==> src/rtl/spi_rx.sv <==
// spi_rx: SPI mode-0 slave receiver. Bits from an external SPI master are synchronized into
// the CLK domain, assembled into DATA_W-bit words and queued in a small RX FIFO that is read
// through a zero-wait AHB-lite register port (RXDATA, STATUS, CTRL, CLR).
module spi_rx #(
    parameter int unsigned DATA_W     = 8,
    parameter int unsigned FIFO_DEPTH = 4,
    parameter bit          LSB_RESET  = 1'b1
) (
    input  logic        CLK,
    input  logic        RST_N,
    input  logic        HSEL,
    input  logic [1:0]  HTRANS,
    input  logic [3:0]  HADDR,
    input  logic        HWRITE,
    input  logic        HREADY,
    output logic        HREADY_RESP,
    input  logic [31:0] HWDATA,
    output logic [31:0] HRDATA,
    input  logic        SCLK,
    input  logic        SS,
    input  logic        MOSI,
    output logic        IRQ
);

    localparam int unsigned PTR_W     = (FIFO_DEPTH > 1) ? $clog2(FIFO_DEPTH) : 1;
    localparam int unsigned CNT_W     = PTR_W + 1;
    localparam int unsigned BIT_CNT_W = $clog2(DATA_W + 1);

    localparam logic [1:0] AddrRxData = 2'd0;
    localparam logic [1:0] AddrStatus = 2'd1;
    localparam logic [1:0] AddrCtrl   = 2'd2;
    localparam logic [1:0] AddrClr    = 2'd3;

    typedef enum logic [1:0] {
        StIdle  = 2'd0,
        StShift = 2'd1,
        StPush  = 2'd2
    } state_e;

    // Synchronizers
    logic [2:0] sclk_sync_q;
    logic [1:0] ss_sync_q;
    logic [1:0] mosi_sync_q;
    logic       sclk_rise;
    logic       ss_s;
    logic       mosi_s;

    // Frame FSM
    state_e                state_q, state_d;
    logic [BIT_CNT_W-1:0]  bit_cnt_q, bit_cnt_d;
    logic [DATA_W-1:0]     shreg_q, shreg_d;
    logic                  lsb_frame_q, lsb_frame_d;
    logic                  push_req;
    logic                  frame_err_set;

    // AHB data phase
    logic       dp_valid_q;
    logic       dp_write_q;
    logic [1:0] dp_addr_q;
    logic       addr_accept;
    logic       dp_rd;
    logic       dp_wr;
    logic       ctrl_wr;
    logic       clr_wr;
    logic       flush;

    // Control and status
    logic ctrl_en_q;
    logic ctrl_lsb_q;
    logic ctrl_irq_q;
    logic overrun_q;
    logic frame_err_q;
    logic overrun_set;

    // FIFO
    logic [DATA_W-1:0] fifo_mem_q [FIFO_DEPTH];
    logic [PTR_W-1:0]  wr_ptr_q;
    logic [PTR_W-1:0]  rd_ptr_q;
    logic [CNT_W-1:0]  fifo_cnt_q;
    logic              fifo_full;
    logic              fifo_empty;
    logic              rx_pop;
    logic              push_ok;
    logic [3:0]        cnt_field;

    logic unused_bits;
    assign unused_bits = ^{HWDATA[31:3], HADDR[1:0], HTRANS[0]};

    assign HREADY_RESP = 1'b1;

    // Two-flop synchronizers; the third SCLK flop provides the previous value for edge detect.
    always_ff @(posedge CLK or negedge RST_N) begin
        if (!RST_N) begin
            sclk_sync_q <= 3'b000;
            ss_sync_q   <= 2'b11;
            mosi_sync_q <= 2'b00;
        end else begin
            sclk_sync_q <= {sclk_sync_q[1:0], SCLK};
            ss_sync_q   <= {ss_sync_q[0], SS};
            mosi_sync_q <= {mosi_sync_q[0], MOSI};
        end
    end

    assign sclk_rise = sclk_sync_q[1] & ~sclk_sync_q[2];
    assign ss_s      = ss_sync_q[1];
    assign mosi_s    = mosi_sync_q[1];

    // Frame FSM state register.
    always_ff @(posedge CLK or negedge RST_N) begin
        if (!RST_N) begin
            state_q     <= StIdle;
            bit_cnt_q   <= '0;
            shreg_q     <= '0;
            lsb_frame_q <= LSB_RESET;
        end else begin
            state_q     <= state_d;
            bit_cnt_q   <= bit_cnt_d;
            shreg_q     <= shreg_d;
            lsb_frame_q <= lsb_frame_d;
        end
    end

    // Frame FSM next state: bit order is latched at every frame start and held for the frame.
    always_comb begin
        state_d       = state_q;
        bit_cnt_d     = bit_cnt_q;
        shreg_d       = shreg_q;
        lsb_frame_d   = lsb_frame_q;
        push_req      = 1'b0;
        frame_err_set = 1'b0;
        unique case (state_q)
            StIdle: begin
                if (!ss_s && ctrl_en_q) begin
                    state_d     = StShift;
                    bit_cnt_d   = '0;
                    lsb_frame_d = ctrl_lsb_q;
                end
            end
            StShift: begin
                if (!ctrl_en_q) begin
                    // Disabled mid-frame: silent abort, partial word dropped.
                    state_d = StIdle;
                end else if (ss_s) begin
                    frame_err_set = (bit_cnt_q != '0);
                    state_d       = StIdle;
                end else if (sclk_rise) begin
                    if (lsb_frame_q) begin
                        shreg_d = {mosi_s, shreg_q[DATA_W-1:1]};
                    end else begin
                        shreg_d = {shreg_q[DATA_W-2:0], mosi_s};
                    end
                    bit_cnt_d = bit_cnt_q + BIT_CNT_W'(1);
                    if (bit_cnt_q == BIT_CNT_W'(DATA_W - 1)) begin
                        state_d = StPush;
                    end
                end
            end
            StPush: begin
                push_req = 1'b1;
                if (!ss_s && ctrl_en_q) begin
                    state_d     = StShift;
                    bit_cnt_d   = '0;
                    lsb_frame_d = ctrl_lsb_q;
                end else begin
                    state_d = StIdle;
                end
            end
            default: state_d = StIdle;
        endcase
    end

    // AHB address phase capture; the data phase is the following cycle (zero wait states).
    always_ff @(posedge CLK or negedge RST_N) begin
        if (!RST_N) begin
            dp_valid_q <= 1'b0;
            dp_write_q <= 1'b0;
            dp_addr_q  <= 2'd0;
        end else begin
            dp_valid_q <= addr_accept;
            if (addr_accept) begin
                dp_write_q <= HWRITE;
                dp_addr_q  <= HADDR[3:2];
            end
        end
    end

    assign addr_accept = HSEL & HTRANS[1] & HREADY;
    assign dp_rd       = dp_valid_q & ~dp_write_q;
    assign dp_wr       = dp_valid_q & dp_write_q;
    assign ctrl_wr     = dp_wr && (dp_addr_q == AddrCtrl);
    assign clr_wr      = dp_wr && (dp_addr_q == AddrClr);
    assign flush       = clr_wr & HWDATA[2];

    // FIFO status and push/pop decisions; a pop frees the slot a same-cycle push needs.
    always_comb begin
        fifo_full   = (fifo_cnt_q == CNT_W'(FIFO_DEPTH));
        fifo_empty  = (fifo_cnt_q == '0);
        rx_pop      = dp_rd && (dp_addr_q == AddrRxData) && !fifo_empty;
        push_ok     = push_req && (!fifo_full || rx_pop) && !flush;
        overrun_set = push_req && fifo_full && !rx_pop;
        cnt_field   = 4'(fifo_cnt_q);
    end

    // FIFO storage and pointers; pointers wrap naturally at the power-of-two depth.
    always_ff @(posedge CLK or negedge RST_N) begin
        if (!RST_N) begin
            for (int i = 0; i < int'(FIFO_DEPTH); i++) begin
                fifo_mem_q[i] <= '0;
            end
            wr_ptr_q   <= '0;
            rd_ptr_q   <= '0;
            fifo_cnt_q <= '0;
        end else if (flush) begin
            wr_ptr_q   <= '0;
            rd_ptr_q   <= '0;
            fifo_cnt_q <= '0;
        end else begin
            if (push_ok) begin
                fifo_mem_q[wr_ptr_q] <= shreg_q;
                wr_ptr_q             <= wr_ptr_q + PTR_W'(1);
            end
            if (rx_pop) begin
                rd_ptr_q <= rd_ptr_q + PTR_W'(1);
            end
            if (push_ok && !rx_pop) begin
                fifo_cnt_q <= fifo_cnt_q + CNT_W'(1);
            end else if (!push_ok && rx_pop) begin
                fifo_cnt_q <= fifo_cnt_q - CNT_W'(1);
            end
        end
    end

    // CTRL register and sticky error flags; a new error event wins over a same-cycle clear.
    always_ff @(posedge CLK or negedge RST_N) begin
        if (!RST_N) begin
            ctrl_en_q   <= 1'b1;
            ctrl_lsb_q  <= LSB_RESET;
            ctrl_irq_q  <= 1'b0;
            overrun_q   <= 1'b0;
            frame_err_q <= 1'b0;
        end else begin
            if (ctrl_wr) begin
                ctrl_en_q  <= HWDATA[0];
                ctrl_lsb_q <= HWDATA[1];
                ctrl_irq_q <= HWDATA[2];
            end
            if (overrun_set) begin
                overrun_q <= 1'b1;
            end else if (clr_wr && HWDATA[0]) begin
                overrun_q <= 1'b0;
            end
            if (frame_err_set) begin
                frame_err_q <= 1'b1;
            end else if (clr_wr && HWDATA[1]) begin
                frame_err_q <= 1'b0;
            end
        end
    end

    // Read data mux: driven only during a read data phase, zero otherwise.
    always_comb begin
        HRDATA = 32'd0;
        if (dp_rd) begin
            unique case (dp_addr_q)
                AddrRxData: begin
                    if (!fifo_empty) begin
                        HRDATA = 32'(fifo_mem_q[rd_ptr_q]);
                    end
                end
                AddrStatus: HRDATA = {25'd0, frame_err_q, overrun_q, fifo_full, cnt_field};
                AddrCtrl:   HRDATA = {29'd0, ctrl_irq_q, ctrl_lsb_q, ctrl_en_q};
                AddrClr:    HRDATA = 32'd0;
                default:    HRDATA = 32'd0;
            endcase
        end
    end

    assign IRQ = (ctrl_irq_q & ~fifo_empty) | overrun_q;

endmodule
==> config.mk <==
export PLATFORM = sky130hd
export DESIGN_NAME = spi_rx
export DESIGN_NICKNAME = d
export VERILOG_FILES = /design/src/rtl/spi_rx.sv
export SDC_FILE = /design/constraint.sdc
export NUM_CORES = 1
export LEC_CHECK = 0
export ABC_AREA = 1
export CELL_PAD_IN_SITES_DETAIL_PLACEMENT = 1
export CELL_PAD_IN_SITES_GLOBAL_PLACEMENT = 1
export CORE_MARGIN = 2
export CORE_UTILIZATION = 37
export DETAILED_ROUTE_END_ITERATION = 10
export GPL_TIMING_DRIVEN = 0
export PLACE_DENSITY_LB_ADDON = 0.1
export SLEW_MARGIN = 30
export SYNTH_ARGS = -nofsm -noshare
export SYNTH_HDL_FRONTEND = slang
export SYNTH_SLANG_ARGS = --single-unit
==> constraint.sdc <==
create_clock -name CLK -period 1.95 [get_ports CLK]
set_input_delay 0.39 -clock CLK [delete_from_list [all_inputs] [get_ports CLK]]
set_output_delay 0.39 -clock CLK [all_outputs]
set_load 0.02 [all_outputs]
==> results of run 1 <==
-- metal layers --
layer | wire [um] | global-route usage, % | vias to the layer above
li1 | - | - | 1492
met1 | 4470 | 26.1 | 1551
met2 | 4890 | 30.6 | 61
met3 | 378 | 3.73 | 14
met4 | 190 | 5.44 | 0
met5 | 0 | 0 | -
-- final timing paths --
kind	startpoint	end	slack (ns)	depth (start not counted)
min in group CLK	mosi_sync_q[0]$_DFF_PN0_	mosi_sync_q[1]$_DFF_PN0_	0.35	0
worst min-delay path	RST_N	fifo_cnt_q[1]$_DFFE_PN0P_	0.03	1
worst min register to register	mosi_sync_q[0]$_DFF_PN0_	mosi_sync_q[1]$_DFF_PN0_	0.35	0
worst max register to register	dp_addr_q[1]$_DFFE_PN0P_	fifo_mem_q[8]$_DFFE_PN0P_	0.05	8
max in group asynchronous	RST_N	lsb_frame_q$_DFFE_PN1P_	1.27	2
worst max-delay path	dp_addr_q[1]$_DFFE_PN0P_	HRDATA[4]	-0.06	9
-- area by class of cell --
class	instances	area [um^2]
well taps	129	161
inverters	60	243
fillers	1147	4570
multi-input cells	280	1590
repair buffers	49	460
clock inverters	5	106
clock buffers	11	141
flip-flops and latches	70	1760
repair inverters	1	6.26
plain buffers	36	290
-- sequential cells by signal (all words and copies together) (netlist names), 3 cells and up --
register / flops
bit_cnt_q: 4
fifo_cnt_q: 3
fifo_mem_q: 32
sclk_sync_q: 3
shreg_q: 8
-- cell usage in the layout (no fill, tap or decap), drive strengths merged --
cell type,netlist,final
nand2,87,87
o21ai,71,71
buf,31,69
dfrtp,65,65
inv,59,61
a21oi,27,27
conb,2,25
nor2,20,20
nand3,17,17
clkbuf,6,14
clkdlybuf4s50,0,12
o21a,10,10
o211ai,6,6
ha,6,6
dfstp,5,5
nand4,4,4
bufinv,0,3
nor3,2,2
xor2,1,1
o31ai,1,1
o22ai,1,1
nor4,1,1
fa,1,1
clkinvlp,0,1
clkinv,1,1
clkdlybuf4s15,0,1
-- stage by stage --
stage | cell area (um^2) | std cells | TNS, ns | hold WS, ns
6_report | 4760 | 641 | -0.141 | 0.0305
5_1_grt | 4760 | 641 | -0.701 | 0.0683
4_1_cts | 4500 | 624 | -0.205 | 0.0332
3_5_place_dp | 4080 | 599 | -5.73 | 0.336
3_3_place_gp | 4060 | 598 | -144.76 | 0.335
2_1_floorplan | 3680 | 447 | 0 | 0.0944
-- report_power, final --
group          internal, mW  switching (mW)
clock                 0.889           0.568
sequential             1.70           0.273
combinational         0.756            1.13
total                  3.35            1.97
-- timing repair --
| action | in CTS | in global routing |
|---|---|---|
| pin swaps | 4 | 11 |
| setup buffers | 10 | 15 |
| gates cloned | 0 | 2 |
| gates resized for setup | 93 | 45 |
| endpoints found under the setup margin | 11 | 23 |
-- worst register-to-register path: stages, from the launching register on --
cell	delay, ns
dfrtp_2	0.42
buf_4	0.17
nor2_4	0.15
nand2_1	0.08
nand2_2	0.15
nand3_4	0.13
nor2_4	0.25
buf_2	0.28
o21ai_0	0.13
-- cell usage after synthesis, drive strengths merged (6+ instances only) --
master	number	area, um^2
o21a	10	75.1
a21oi	27	135
nand2	87	332
dfrtp	65	1630
nor2	20	135
o21ai	71	355
inv	59	221
clkbuf	6	22.5
buf	31	245
nand3	17	97.6
o211ai	6	45.0
ha	6	75.1
-- kinds of logic after synthesis --
family	Yosys count	synth area share, %
AOI/OAI and AO/OA	116	17.4
other	2	0.209
xor gates and xnor gates	1	0.244
adders and majority gates	7	2.65
and+or+nand+nor	131	16.9
buffers and inverters	97	13.7
DFF	70	48.9
==> flow_metrics.tcl, run 1 <==
set metrics [dict create \
    antenna_left 0 \
    setup_viol 4 \
    track_usage_pct 19.0 \
    drt-pass1-iter-count 6 \
    die_h_um 103 \
    io_pins 80 \
    holdBufCountCts 0 \
    path_class "flip-flop to output port" \
    fp.dieArea_um2 10500 \
    slowest_delay_ns 0.42 \
    syn_area_um2 3590 \
    first_iter_violations 76 \
    ys_async_sr_fraction_pct 100 \
    final_util_pct 51.0 \
    vdd_ir_drop_max_v 0.000443 \
    path_cells "inv_2 -> nand2_2 -> nor2_4 -> nand2_8 -> inv_8 -> buf_6 -> nand3_4 -> o21ai_2 -> buf_6" \
    violations "setup timing" \
    required_ns 1.56 \
    h-tree-depth 3 \
    clkTransAtPathRegs_ns 0.09 \
    core.rowCount 35 \
    drive_above_1_share_pct 28.1 \
    fin_crit_sh_pct 103 \
    cp_top_family "flip-flops" \
    drt-vias-per-instance 4.86 \
    yosysWarnings 0 \
    min_period_ns 2.01 \
    slew_headroom_pct 64.6 \
    ys_seq_elements 70 \
    finClkSkew_ns 0.0180 \
    clock_path_buffers 2 \
    pre_cts_ws_ns -0.740 \
    clk_latency_ns 0.34 \
    die_w_um 103 \
    cts_sinks 70 \
    cts_buffers 9 \
    outcome "finished, violations left" \
    diodes 0 \
    critPathBufInv 4 \
    numPortBuffers 22 \
    core-area_um2 9330 \
    start_util_pct 38.5 \
    report.final.slew_viol_count 0 \
    vias 3118 \
    drc 0 \
    pwr_density_cell_nw_per_um2 1120 \
    yosysSeqAreaShare_pct 48.9 \
    grt_pass1_vias 3003 \
    setup_ws_ns -0.0616 \
    critPathLaunchType "flip-flop" \
    routed_wl_um 9930 \
    cts_tree "built" \
    cap_violations 0 \
    worstPathMaxFanout 5 \
    synthFlopType "dfrtp_1" \
    hold_viol_final 0 \
    clock-root-buffer "clkbuf_8" \
    tightestPinTransition_ns 0.531 \
    grt_max_degree 39 \
    rsz0062_at_grt "true" \
    yosys.cell_types.count 31 \
    worst_setup_path_end_kind "output port" \
    grt_pass1_wl_um 15200 \
    cpMostUsedCell "buf_6" \
    synth_edf_count 0 \
    syn_avg_cell_area_um2 8.47 \
    syn_inst 424 \
    fmax_ghz 0.497 \
    crit_arrival_ns 1.62 \
    min-delay-path-class "input pin to async pin" \
    gp_congestion 0.882 \
    antenna_found_initial 0 \
    dp_hpwl_um 6690 \
    final_nets 560 \
    power.total_mw 5.32 \
    p_leak_nw 2.33 \
    critPathSlowestCell "dfrtp_2" \
    area_growth_pct 32.5 \
    wire_per_inst_um 15.5 \
    globalRouteOverflowTotal 0 \
]
Note: power is estimated with default switching activity, not from simulation.
==> run 2: changes to the inputs <==
MAX_ROUTING_LAYER = met4   (was not set)
==> flow_metrics.tcl, run 2 (synthesis gave the netlist of run 1 again) <==
set metrics [dict create \
    drive_above_1_share_pct 28.2 \
    fmax_ghz 0.496 \
    cts_buffers 9 \
    holdBufCountCts 0 \
    grt_pass1_wl_um 15200 \
    power_frac_clock_pct 27.4 \
    crit_arrival_ns 1.63 \
    fin_crit_sh_pct 103 \
    worst_setup_path_end_kind "output port" \
    slowest_delay_ns 0.43 \
    swShare_pct 37.2 \
    cpMostUsedCell "buf_6" \
    power_frac_seq_pct 37.0 \
    r2r-end "fifo_mem_q[3]$_DFFE_PN0P_" \
    required_ns 1.56 \
    drt-pass1-iter-count 4 \
    antenna_left 0 \
    h-tree-depth 3 \
    drc 0 \
    final_common_cell "nand2_1" \
    multi_input_area_um2 1590 \
    gp_congestion 0.896 \
    critPathLaunchType "flip-flop" \
    reg_top3 "fifo_mem_q: 32 flops, shreg_q: 8 flops, bit_cnt_q: 4 flops" \
    worstPathMaxFanout 5 \
    setup_ws_ns -0.0678 \
    globalRouteOverflowTotal 0 \
    track_usage_pct 19.5 \
    diodes 0 \
    largest_register_ffs 32 \
    power.total_mw 5.35 \
    fillers 1144 \
    rr_worst_depth 10 \
    cts_sinks 70 \
    numPortBuffers 22 \
    top_register "fifo_mem_q" \
    grt_pass1_vias 3015 \
    core.rowCount 35 \
    path_class "flip-flop to output port" \
    finClkSkew_ns 0.0149 \
    r2r_slack_ns 0.02 \
    hold_viol_final 0 \
    die_w_um 103 \
    fp.dieArea_um2 10500 \
    first_iter_violations 103 \
    drt-vias-per-instance 4.86 \
    grt_max_degree 39 \
    vias 3109 \
    slew_headroom_pct 65.2 \
    area_growth_pct 32.6 \
    power_frac_comb_pct 35.7 \
    min_period_ns 2.02 \
    r2r_start "dp_addr_q[1]$_DFFE_PN0P_" \
    clk_latency_ns 0.34 \
    final_nets 559 \
    cts_tree "built" \
    p_int_mw 3.36 \
    report.final.slew_viol_count 0 \
    setup_viol 5 \
    seq_area_um2 1760 \
    stdcell_area_um2 4760 \
    critPathSlowestCell "dfrtp_2" \
    path_cells "inv_2 -> nand2_2 -> nor2_4 -> nand2_8 -> inv_8 -> buf_6 -> nand3_4 -> o21ai_2 -> buf_6" \
    outcome "finished, violations left" \
    dp_hpwl_um 6690 \
    p_leak_nw 2.32 \
    io_pins 80 \
    routed_wl_um 9920 \
    clock-root-buffer "clkbuf_8" \
    antenna_found_initial 0 \
    cap_violations 0 \
    layout_common_cells "81 x nand2_1, 60 x dfrtp_1, 51 x inv_1, 51 x buf_4, 51 x o21ai_0" \
    placed_area_um2 4080 \
    die_h_um 103 \
    start_util_pct 38.5 \
    clkTransAtPathRegs_ns 0.09 \
    wire_per_inst_um 15.5 \
    vdd_ir_drop_max_v 0.000443 \
    core-area_um2 9330 \
    clock_path_buffers 2 \
    whs_ns 0.0205 \
    violations "setup timing" \
    pwr_density_cell_nw_per_um2 1120 \
    p_sw_mw 1.99 \
    pre_cts_ws_ns -0.740 \
    rsz0062_at_grt "true" \
    tightestPinTransition_ns 0.522 \
    min-delay-path-class "input pin to async pin" \
]
run 2: power by group through the flow:
stage / clock [mW] / combinational, mW / sequential, mW
after floorplan: 0 / 0.911 / 1.87
after global placement: 0 / 1.26 / 1.95
after detailed placement: 0 / 1.30 / 1.95
after CTS: 1.48 / 1.55 / 1.93
after global routing: 1.55 / 2.12 / 2.00
final: 1.46 / 1.91 / 1.98
run 2: worst max path at each step:
stage | from | to | cells after the start
2_1_floorplan | rd_ptr_q[1]$_DFFE_PN0P_ | HRDATA[3] | 5
3_3_place_gp | RST_N | bit_cnt_q[3]$_DFFE_PN0P_ | 1
3_5_place_dp | rd_ptr_q[1]$_DFFE_PN0P_ | HRDATA[5] | 7
4_1_cts | fifo_cnt_q[1]$_DFFE_PN0P_ | HRDATA[4] | 8
5_1_grt | dp_addr_q[1]$_DFFE_PN0P_ | HRDATA[4] | 9
6_report | dp_addr_q[1]$_DFFE_PN0P_ | HRDATA[4] | 9
run 2: per-stage QoR:
| stage | setup TNS (ns) | util, % | instances |
|---|---|---|---|
| floorplan | 0 | - | 447 |
| global placement | -144.76 | 43.5 | 598 |
| detailed placement | -5.73 | 43.7 | 599 |
| CTS | -0.205 | 48.2 | 624 |
| global route | -1.08 | 51.1 | 640 |
| finish | -0.203 | 51.1 | 640 |
run 2: timing repair:
item                                    in CTS  in global routing
buffers inserted                            10                 14
pin swaps                                    4                 12
gates resized for setup                     93                 48
cloned                                       0                  2
endpoints found under the setup margin      11                 22
run 2: layout make-up:
| class | instances | share of cell area, % |
|---|---|---|
| inverters | 60 | 5.18 |
| flip-flops and latches | 70 | 37.0 |
| multi-input cells | 280 | 33.4 |
| clock buffers | 11 | 2.97 |
| repair inverters | 1 | 0.131 |
| plain buffers | 36 | 6.15 |
| well taps | 129 | 3.39 |
| repair buffers | 48 | 9.49 |
| clock inverters | 5 | 2.23 |
run 2: metal layers:
layer | global-route usage (%) | routed length, um | part of all wire, %
met2 | 30.8 | 4880 | 49
met1 | 25.9 | 4600 | 46
met4 | 6.05 | 181 | 1.8
met3 | 3.12 | 255 | 2.6
met5 | - | 0 | 0
run 2: critical path: cells and delay by family, from the launching register on:
| family | cells | cell delay [ns] |
|---|---|---|
| AO/OA/AOI/OAI | 1 | 0.08 |
| buffers and inverters | 4 | 0.39 |
| flip-flops | 1 | 0.43 |
| AND/OR/NAND/NOR | 4 | 0.37 |
==> run 3: changes to the inputs <==
RECOVER_POWER = 50   (was not set)
==> flow_metrics.tcl, run 3 (synthesis gave the netlist of run 1 again) <==
set metrics [dict create \
    outcome "finished, violations left" \
    violations "setup timing" \
    path_cells "inv_2 -> nand2_2 -> nor2_4 -> nand2_8 -> inv_8 -> buf_6 -> nand3_4 -> o21ai_2 -> buf_6" \
    drive_above_1_share_pct 28.2 \
    vias 3103 \
    final_util_pct 50.9 \
    multi_input_area_um2 1590 \
    worstPathMaxFanout 5 \
    tightestPinTransition_ns 0.986 \
    cts_sinks 70 \
    grt_pass1_wl_um 15200 \
    clock_path_buffers 2 \
    dp_hpwl_um 6690 \
    r2r_slack_ns 0.02 \
    cts_tree "built" \
    track_usage_pct 19.5 \
    area_growth_pct 32.1 \
    startpoint "dp_addr_q[1]$_DFFE_PN0P_" \
    critPathBufInv 4 \
    setup_viol 5 \
    pwr_density_cell_nw_per_um2 1130 \
    drc 0 \
    antenna_left 0 \
    critPathLaunchType "flip-flop" \
    cp_top_family "flip-flops" \
    cap_violations 0 \
    h-tree-depth 3 \
    reg_top3 "fifo_mem_q: 32 flops, shreg_q: 8 flops, bit_cnt_q: 4 flops" \
    top_register "fifo_mem_q" \
    first_iter_violations 103 \
    setup_ws_ns -0.0680 \
    placed_area_um2 4080 \
    holdBufCountCts 0 \
    slowest_delay_ns 0.43 \
    grt_pass1_vias 3015 \
    final_common_cell "nand2_1" \
    report.final.slew_viol_count 0 \
    r2r_start "dp_addr_q[1]$_DFFE_PN0P_" \
    die_h_um 103 \
    antenna_found_initial 0 \
    numPortBuffers 22 \
    fmax_ghz 0.496 \
    io_pins 80 \
    cpMostUsedCell "buf_6" \
    seq_area_um2 1760 \
    rsz0062_at_grt "true" \
    core.rowCount 35 \
    drt-pass1-iter-count 4 \
    core-area_um2 9330 \
    crit_arrival_ns 1.63 \
    largest_register_ffs 32 \
    clkTransAtPathRegs_ns 0.09 \
    fin_cells 640 \
    diodes 0 \
    wire_per_inst_um 15.5 \
    fin_crit_sh_pct 103 \
    vdd_ir_drop_max_v 0.000443 \
    routed_wl_um 9920 \
    fp.dieArea_um2 10500 \
    worst_setup_path_end_kind "output port" \
    clock-root-buffer "clkbuf_8" \
    grt_max_degree 39 \
    slew_headroom_pct 34.3 \
    stdcell_area_um2 4740 \
    critPathSlowestCell "dfrtp_2" \
    p_leak_nw 2.32 \
    layout_common_cells "81 x nand2_1, 60 x dfrtp_1, 51 x inv_1, 51 x o21ai_0, 50 x buf_4" \
    clk_latency_ns 0.34 \
    dp_cells 599 \
    globalRouteOverflowTotal 0 \
    final_nets 559 \
    cts_buffers 9 \
    hold_viol_final 0 \
    fillers 1146 \
    die_w_um 103 \
    gp_congestion 0.896 \
    path_class "flip-flop to output port" \
    start_util_pct 38.5 \
    min-delay-path-class "input pin to async pin" \
    drt-vias-per-instance 4.85 \
    min_period_ns 2.02 \
    pre_cts_ws_ns -0.740 \
    finClkSkew_ns 0.0149 \
    required_ns 1.56 \
]
==> run 3: changes by cell type in the layout (fill, tap and decap cells not counted), sizes merged <==
cell,previous run,this run
clkbuf,15,17
buf,67,65
dlygate4sd3,0,3
clkdlybuf4s50,12,9
==> run 3: per-layer routing <==
| metal | vias to the layer above | wire length [um] | GRT usage [%] |
|---|---|---|---|
| met4 | 0 | 181 | 6.05 |
| met2 | 45 | 4880 | 30.8 |
| met1 | 1559 | 4580 | 25.9 |
| li1 | 1486 | - | - |
| met3 | 13 | 276 | 3.12 |
| met5 | - | 0 | - |
==> run 3: worst paths after layout <==
path | cells after the start | endpoint
max | 9 | HRDATA[4]
min | 1 | fifo_cnt_q[1]$_DFFE_PN0P_
max reg2reg | 10 | fifo_mem_q[3]$_DFFE_PN0P_
min reg2reg | 0 | mosi_sync_q[1]$_DFF_PN0_
max in group asynchronous | 2 | sclk_sync_q[1]$_DFF_PN0_
min in group CLK | 0 | mosi_sync_q[1]$_DFF_PN0_
==> run 3: worst reg2reg max path: cells and delay by family (launching register included) <==
| family | cells | cell delay [ns] |
|---|---|---|
| AND/OR/NAND/NOR | 6 | 0.76 |
| buffers and inverters | 3 | 0.53 |
| flip-flops | 1 | 0.43 |
| AO/OA/AOI/OAI | 1 | 0.10 |
==> run 3: final cells by class <==
type                       count  area share, %
timing repair buffer          48           9.15
clock buffer                  11           2.98
inverter                      60           5.20
sequential                    70           37.2
buffer                        36           6.17
tap                          129           3.40
multi-input combinational    280           33.5
timing repair inverter         1          0.132
clock inverter                 5           2.24
==> run 3: power breakdown <==
| part | switching [mW] | internal, mW |
|---|---|---|
| Combinational | 1.14 | 0.765 |
| Sequential | 0.274 | 1.70 |
| Clock | 0.576 | 0.888 |
==> run 3: metrics by stage <==
stage / TNS [ns] / power [mW] / hold slack (ns)
6_report: -0.203 / 5.35 / 0.197
5_1_grt: -1.08 / 5.67 / 0.289
4_1_cts: -0.205 / 4.96 / 0.0332
3_5_place_dp: -5.73 / 3.25 / 0.336
3_3_place_gp: -144.76 / 3.21 / 0.335
2_1_floorplan: 0 / 2.78 / 0.0944
==> run 3: repair_timing <==
item,in CTS,in global routing
pin swaps,4,12
endpoints found under the setup margin,11,22
gates cloned,0,2
resized for setup,93,48
buffers inserted,10,14
